`src/rtl/fifo_pkg.sv`:
```
// Shared constants and helpers for the parametrised synchronous FIFO.
package fifo_pkg;

  localparam int FIFO_DATA_W_DEF = 16;
  localparam int FIFO_DEPTH_DEF  = 8;

  // Index width for a power-of-two depth; never narrower than one bit.
  function automatic int fifo_addr_w(input int depth);
    return (depth > 1) ? $clog2(depth) : 1;
  endfunction

endpackage

```
`src/rtl/fifo_mem_2p.sv`:
```
// Simple dual-port storage: one write port, one registered read port.
// The array itself is never reset; only the read register clears.
module fifo_mem_2p #(
  parameter int DATA_W = 16,
  parameter int DEPTH  = 8,
  parameter int ADDR_W = 3
) (
  input  logic              clk,
  input  logic              rst_n,
  input  logic              we,
  input  logic [ADDR_W-1:0] waddr,
  input  logic [DATA_W-1:0] wdata,
  input  logic              re,
  input  logic [ADDR_W-1:0] raddr,
  output logic [DATA_W-1:0] rdata
);

  logic [DATA_W-1:0] mem_r [DEPTH];
  logic [DATA_W-1:0] rdata_r;

  // Storage write port.
  always_ff @(posedge clk) begin
    if (we) begin
      mem_r[waddr] <= wdata;
    end
  end

  // Read register holds its value when no read is accepted.
  always_ff @(posedge clk) begin
    if (!rst_n) begin
      rdata_r <= {DATA_W{1'b0}};
    end else if (re) begin
      rdata_r <= mem_r[raddr];
    end
  end

  assign rdata = rdata_r;

endmodule

```
`src/rtl/sync_fifo_param.sv`:
```
// Parametrised single-clock FIFO with occupancy count and threshold flags.
// Define SYNC_FIFO_ERR_EN to build the sticky overflow/underflow flags.
module sync_fifo_param
  import fifo_pkg::*;
#(
  parameter int DATA_W    = FIFO_DATA_W_DEF,
  parameter int DEPTH     = FIFO_DEPTH_DEF,
  parameter int AFULL_TH  = 6,
  parameter int AEMPTY_TH = 2
) (
  input  logic                           clk,
  input  logic                           rst_n,
  input  logic                           w_en,
  input  logic [DATA_W-1:0]              data_in,
  input  logic                           r_en,
  output logic [DATA_W-1:0]              data_out,
  output logic                           rd_valid,
  output logic                           full,
  output logic                           empty,
  output logic                           almost_full,
  output logic                           almost_empty,
  output logic [fifo_addr_w(DEPTH):0]    count,
  output logic                           overflow,
  output logic                           underflow
);

  localparam int ADDR_W = fifo_addr_w(DEPTH);
  localparam int CNT_W  = ADDR_W + 1;

  logic [CNT_W-1:0] wptr_r;
  logic [CNT_W-1:0] rptr_r;
  logic [CNT_W-1:0] count_r;
  logic             rd_valid_r;
  logic             wr_acc_s;
  logic             rd_acc_s;

  // Acceptance uses the registered flags only; no same-cycle bypass.
  assign wr_acc_s = w_en && !full;
  assign rd_acc_s = r_en && !empty;

  assign full         = (count_r == CNT_W'(DEPTH));
  assign empty        = (count_r == {CNT_W{1'b0}});
  assign almost_full  = (count_r >= CNT_W'(AFULL_TH));
  assign almost_empty = (count_r <= CNT_W'(AEMPTY_TH));
  assign count        = count_r;
  assign rd_valid     = rd_valid_r;

  // Pointer, occupancy and read-strobe state.
  always_ff @(posedge clk) begin
    if (!rst_n) begin
      wptr_r     <= {CNT_W{1'b0}};
      rptr_r     <= {CNT_W{1'b0}};
      count_r    <= {CNT_W{1'b0}};
      rd_valid_r <= 1'b0;
    end else begin
      if (wr_acc_s) begin
        wptr_r <= wptr_r + CNT_W'(1);
      end
      if (rd_acc_s) begin
        rptr_r <= rptr_r + CNT_W'(1);
      end
      case ({wr_acc_s, rd_acc_s})
        2'b10:   count_r <= count_r + CNT_W'(1);
        2'b01:   count_r <= count_r - CNT_W'(1);
        default: count_r <= count_r;
      endcase
      rd_valid_r <= rd_acc_s;
    end
  end

  fifo_mem_2p #(
    .DATA_W (DATA_W),
    .DEPTH  (DEPTH),
    .ADDR_W (ADDR_W)
  ) u_mem (
    .clk   (clk),
    .rst_n (rst_n),
    .we    (wr_acc_s && rst_n),
    .waddr (wptr_r[ADDR_W-1:0]),
    .wdata (data_in),
    .re    (rd_acc_s && rst_n),
    .raddr (rptr_r[ADDR_W-1:0]),
    .rdata (data_out)
  );

`ifdef SYNC_FIFO_ERR_EN
  logic overflow_r;
  logic underflow_r;

  // Sticky error flags; any rejected-while-full/empty request latches them.
  always_ff @(posedge clk) begin
    if (!rst_n) begin
      overflow_r  <= 1'b0;
      underflow_r <= 1'b0;
    end else begin
      overflow_r  <= overflow_r  || (w_en && full);
      underflow_r <= underflow_r || (r_en && empty);
    end
  end

  assign overflow  = overflow_r;
  assign underflow = underflow_r;
`else
  assign overflow  = 1'b0;
  assign underflow = 1'b0;
`endif

endmodule

```
`config.mk`:
```
export PLATFORM = sky130hd
export DESIGN_NAME = sync_fifo_param
export DESIGN_NICKNAME = d
export VERILOG_FILES = /design/src/rtl/fifo_pkg.sv /design/src/rtl/fifo_mem_2p.sv /design/src/rtl/sync_fifo_param.sv
export SDC_FILE = /design/constraint.sdc
export NUM_CORES = 1
export LEC_CHECK = 0
export CAP_MARGIN = 20
export CORE_MARGIN = 4
export CORE_UTILIZATION = 50
export CTS_CLUSTER_DIAMETER = 120
export CTS_CLUSTER_SIZE = 16
export DETAILED_ROUTE_END_ITERATION = 10
export GPL_ROUTABILITY_DRIVEN = 0
export PLACE_DENSITY = 0.73
export SLEW_MARGIN = 5
export SYNTH_ARGS = -nofsm -noshare
export SYNTH_HDL_FRONTEND = slang
export SYNTH_SLANG_ARGS = --single-unit
```
`constraint.sdc`:
```
create_clock -name clk -period 2.44 [get_ports clk]
set_clock_uncertainty 0.1 [all_clocks]
set_input_delay 0.366 -clock clk [delete_from_list [all_inputs] [get_ports clk]]
set_output_delay 0.366 -clock clk [all_outputs]
set_load 0.01 [all_outputs]
```
### Word-level counts from Yosys, hierarchy flattened

Memory sizes are Yosys's and may differ from the RTL's. A register that Yosys moved wholly into a read port is not among the register bits.
Index checks and enable logic that the tools add are counted.

* register bits: 13
* memory bits (writable): 128
* bits of input ports: 20
* output and inout bits: 27
* logic and storage cells: 26
* memories: 1

* add/subtract/negate cells: 4
* magnitude comparators: 2
* equal/unequal tests: 3
* mux-type cells: 3
* reductions and logical operators: 9

Memory list
* u_mem.mem_r: words 8, bits a word 16, rd ports 1, clocked after memory_dff 1, write ports 1, line fifo_mem_2p.sv:18 `logic [DATA_W-1:0] mem_r [DEPTH];`

Operator list (number)
* adder 4 x 1 -> 4 bit, second input constant: 3
* one-hot mux 4 bit (2 select lines): 1
* equality test 4 bit, second input constant: 1
* >= comparator 4 x 3 -> 1 bit, second input constant: 1
* <= comparator 4 x 2 -> 1 bit, second input constant: 1
* logical AND 1 bit: 4
* zero test 4 bit: 1
* subtractor 4 x 1 -> 4 bit, second input constant: 1
* zero test 1 bit: 3
* equality test 2 x 1 -> 1 bit, second input constant: 1
* equality test 2 bit, second input constant: 1
* 2-to-1 mux 1 bit: 2
* nonzero test 2 bit: 1

### Logic depth before layout (Yosys ltp)

* depth after elaboration: 6
* depth in mapped cells: 9
* mapped depth without buffers: 8

### Modules after synthesis

Synthesis repeated with hierarchy kept, for this count alone.

* cell total of the unflattened synthesis: 373
* area, all modules: 6150.9 µm²

By module, submodules not included
* fifo_mem_2p: instances 1, cells an instance 306, area each 5511.5 µm², seq. area each 4164.0 µm²
* sync_fifo_param: instances 1, cells an instance 67, area each 639.4 µm², seq. area each 220.2 µm²

### Worst setup path after synthesis

No wires, ideal clock.

* path kind: register to register
* start: register count_r[1], in the netlist count[1]
* end: memory u_mem.mem_r[2][0], enable pin
* setup time: 0.409 ns
* arrival time: 2.230 ns
* required time: 1.931 ns
* setup slack: -0.299 ns
* stages on the path, launching flop included: 5
* path buffers: 0
* clock period less this slack: 2.739 ns
* cells stage by stage: dfxtp_1 > or4b_4 > nand2_2 > or2_2 > nor3_1

* cells in the longest elaborated chain, start to end: 6

Ends and longest elaborated chain
* start: declaration: line sync_fifo_param.sv:32 `logic [CNT_W-1:0] count_r;`
* start signal: assignment: line sync_fifo_param.sv:53 `count_r <= {CNT_W{1'b0}};`
* start signal: assignment: line sync_fifo_param.sv:63 `2'b10: count_r <= count_r + CNT_W'(1);`
* start signal: assignment: line sync_fifo_param.sv:64 `2'b01: count_r <= count_r - CNT_W'(1);`
* equality test 4 bit: line sync_fifo_param.sv:41 `assign full = (count_r == CNT_W'(DEPTH));`
* zero test 1 bit: line sync_fifo_param.sv:38 `assign wr_acc_s = w_en && !full;`
* logical AND 1 bit: line sync_fifo_param.sv:38
* logical AND 1 bit: line sync_fifo_param.sv:78 `.we (wr_acc_s && rst_n),`
* 2-to-1 mux 1 bit: line fifo_mem_2p.sv:23 `if (we) begin`
* 2-to-1 mux 1 bit (not written as such): line fifo_mem_2p.sv:24 `mem_r[waddr] <= wdata;`
* end: declaration: line fifo_mem_2p.sv:18

No other way between the ends.

### Worst setup path after layout

* start: register count_r[3], in the netlist count[3]
* end: register count_r[3], in the netlist count[3]

* cells in the longest elaborated chain, start to end: 5
* elaborated cells between the ends (all ways): 12
* classes of those cells: 2 x add/sub; 3 x eq/ne; 1 x mux; 6 x reduce/logical

Ends and longest elaborated chain
* equality test 4 bit or zero test 4 bit (tied branches): line sync_fifo_param.sv:41, sync_fifo_param.sv:42
* zero test 1 bit, on equally long branches: line sync_fifo_param.sv:38, sync_fifo_param.sv:39
* logical AND 1 bit, on equally long branches: line sync_fifo_param.sv:38, sync_fifo_param.sv:39
* equality test 2 x 1 -> 1 bit or equality test 2 bit (tied branches): line sync_fifo_param.sv:62 `case ({wr_acc_s, rd_acc_s})`
* one-hot mux 4 bit (2 select lines) or nonzero test 2 bit (tied branches)

Parallel ways exist; a longest one is shown, timed or not.
A chain may end at the register's enable or synchronous reset.

==> flow_summary.ini <==
[logic_synthesis]
async_flop_share = 0
synth_top_cell_area_share = 0.648
syn_area_per_cell_sq_um = 18.7
seq_area_frac_synth = 0.739
synthTopCellsByCount = edfxtp_1, mux4_2, dfxtp_1
synth_edf_count = 128
syn-instance-count = 318
yosysMostFrequentCell = edfxtp_1
synth_top_area_cell = edfxtp_1
yosysWarnings = 0
syn-cell-area_sq_um = 5930
synth_ff_type = edfxtp_1
yosysUniqueCellTypes = 38
ys_ff_latch = 155
synth_area_leaders = edfxtp_1, mux4_2, dfxtp_1

[power_and_ir_drop]
p_per_area_nw_per_um2 = 1030
power.leakage_uw = 0.00250
ir_drop_uv = 524

[drt]
ant_nets = 0
avgRoutedWirePerCell_microns = 20.5
wirelength_mm = 11.3
vias = 3078
dr.pass1.iters = 4
drc_errors = 0
drt-initial-drc-count = 163
viasPerCell = 5.62

[global_routing]
gr-total-overflow = 0
grt_max_degree = 34
antenna_found_initial = 0
grt.total_usage = 0.182
grt_first_pass_wirelength_mm = 17.7
grt_pass1_vias = 3216

[setup_path]
worst_ep_arrival_time_ps = 2560
critPathRequiredTime_ps = 2680
critPathLaunchType = flop
cp-end-kind = flop
crit_type = flop to flop
cp_max_fo = 8

[layout]
layout.nets = 418
area_delta_synth_final_pct = 24.4
drive_above_1_share = 0.259
fin_area_sq_um = 7380
fillCellCount = 774
antennaDiodeCount = 0

[floorplanning]
row_count = 39
fp.coreArea_sq_um = 11500
dieArea_sq_um = 13700
die_w_microns = 117
io_pins = 47
die_h_microns = 117
start_util = 0.515

[timing]
hold_viol_final = 0
slew_viol_final = 0
max_freq_mhz = 432
rsz0062_at_grt = no
period_share = 0.950
setup_viol = 0
period_needed_ps = 2320
tns_ps = 0

[placement]
dp_hpwl_mm = 6.77
port_buffers = 44
dpl_cell_area_sq_um = 6710

[clock_tree]
cts_sinks = 155
clock_latency_ps = 420
clock_path_buffers = 2
cts_root_buf = clkbuf_16
clk_pin_slew_ps = 60
htreeDepth = 4
cts_made_buffers = 17
cts_tree = done

[worst_hold_path]
min_path_type = flop to flop

[job]
cap_violations = 0

[status]
status = complete, no violations
## power by group
group | switching [uW] | internal [uW]
Combinational | 738 | 837
Clock | 979 | 1840
Sequential | 145 | 3080
Total | 1860 | 5760
## cells by family after synthesis
| kind of cell | synth area share |
|---|---|
| buf+inv | 0.0219 |
| flops | 0.739 |
| fa+ha+maj | 0.0139 |
| xor+xnor | 0.00738 |
| compound gates | 0.0426 |
| simple gates | 0.0466 |
| other cells | 0.000632 |
| mux | 0.128 |
## registers in the layout (all words and copies together) (netlist names)
name,count
u_mem.mem_r,128
u_mem.rdata,16
count,4
rptr_r,3
wptr_r,3
rd_valid,1
## metrics by stage
| step | hold WS [ps] | utilization | setup WS (ps) | cells | power (uW) |
|---|---|---|---|---|---|
| after floorplan | 361 | - | -291 | 319 | 4190 |
| after global placement | 386 | 0.583 | 67.4 | 514 | 4800 |
| after detailed placement | 392 | 0.583 | 38.9 | 514 | 4830 |
| after CTS | 401 | 0.638 | 28.3 | 546 | 7660 |
| after global routing | 446 | 0.641 | 11.9 | 548 | 7960 |
| final | 402 | 0.641 | 123 | 548 | 7620 |
## layout by cell type, fill, tap and decap left out, types with 5 or more instances in the layout
master and n:
buf_4 23, edfxtp_1 128, clkbuf_16 17, bufinv_16 5, and2_1 7, clkdlybuf4s50_1 43
nor2_1 21, nand2_1 8, dfxtp_1 24, mux4_2 32, o22ai_1 15, o21ai_0 16
## final cells by class
type | instances | area, sq um | share of cell area
sequential | 155 | 4390 | 0.595
inverter | 4 | 15.0 | 0.00203
tap | 143 | 179 | 0.0242
clock inverter | 11 | 191 | 0.0259
clock buffer | 21 | 450 | 0.0610
timing repair buffer | 71 | 692 | 0.0937
multi-input combinational | 143 | 1470 | 0.198
## worst max-delay path: stages, from the launching register on
cell,delay (ps)
dfxtp_2,410
or4b_4,510
nand2_4,110
ha_4,150
ha_1,220
a21o_1,190
a21oi_2,150
mux2i_1,220
mux2i_1,190
## repair_timing
action                                  4_1_cts  5_1_grt
endpoints found under the setup margin        1        1
hold buffers                                  0        0
pin swaps                                     0        2
buffers inserted                              0        2
gates resized for setup                       1        3
gates cloned                                  0        0
## routing by layer
metal  share of wire  routed length, microns  GRT usage  up-vias
met5               0                       0          0        -
met4           0.015                     166     0.0726        0
li1                -                       -          -     1408
met2            0.51                    5710      0.294       76
met3           0.048                     538     0.0458       17
met1            0.43                    4840      0.240     1577
## final timing paths
kind | cells after the start | to | slack [ps] | from
max | 8 | count[3] | 120 | count[3]
min | 2 | wptr_r[0] | 400 | wptr_r[0]
max reg2reg | 8 | count[3] | 120 | count[3]
min reg2reg | 2 | wptr_r[0] | 400 | wptr_r[0]
(Power assumes the default switching activity.)
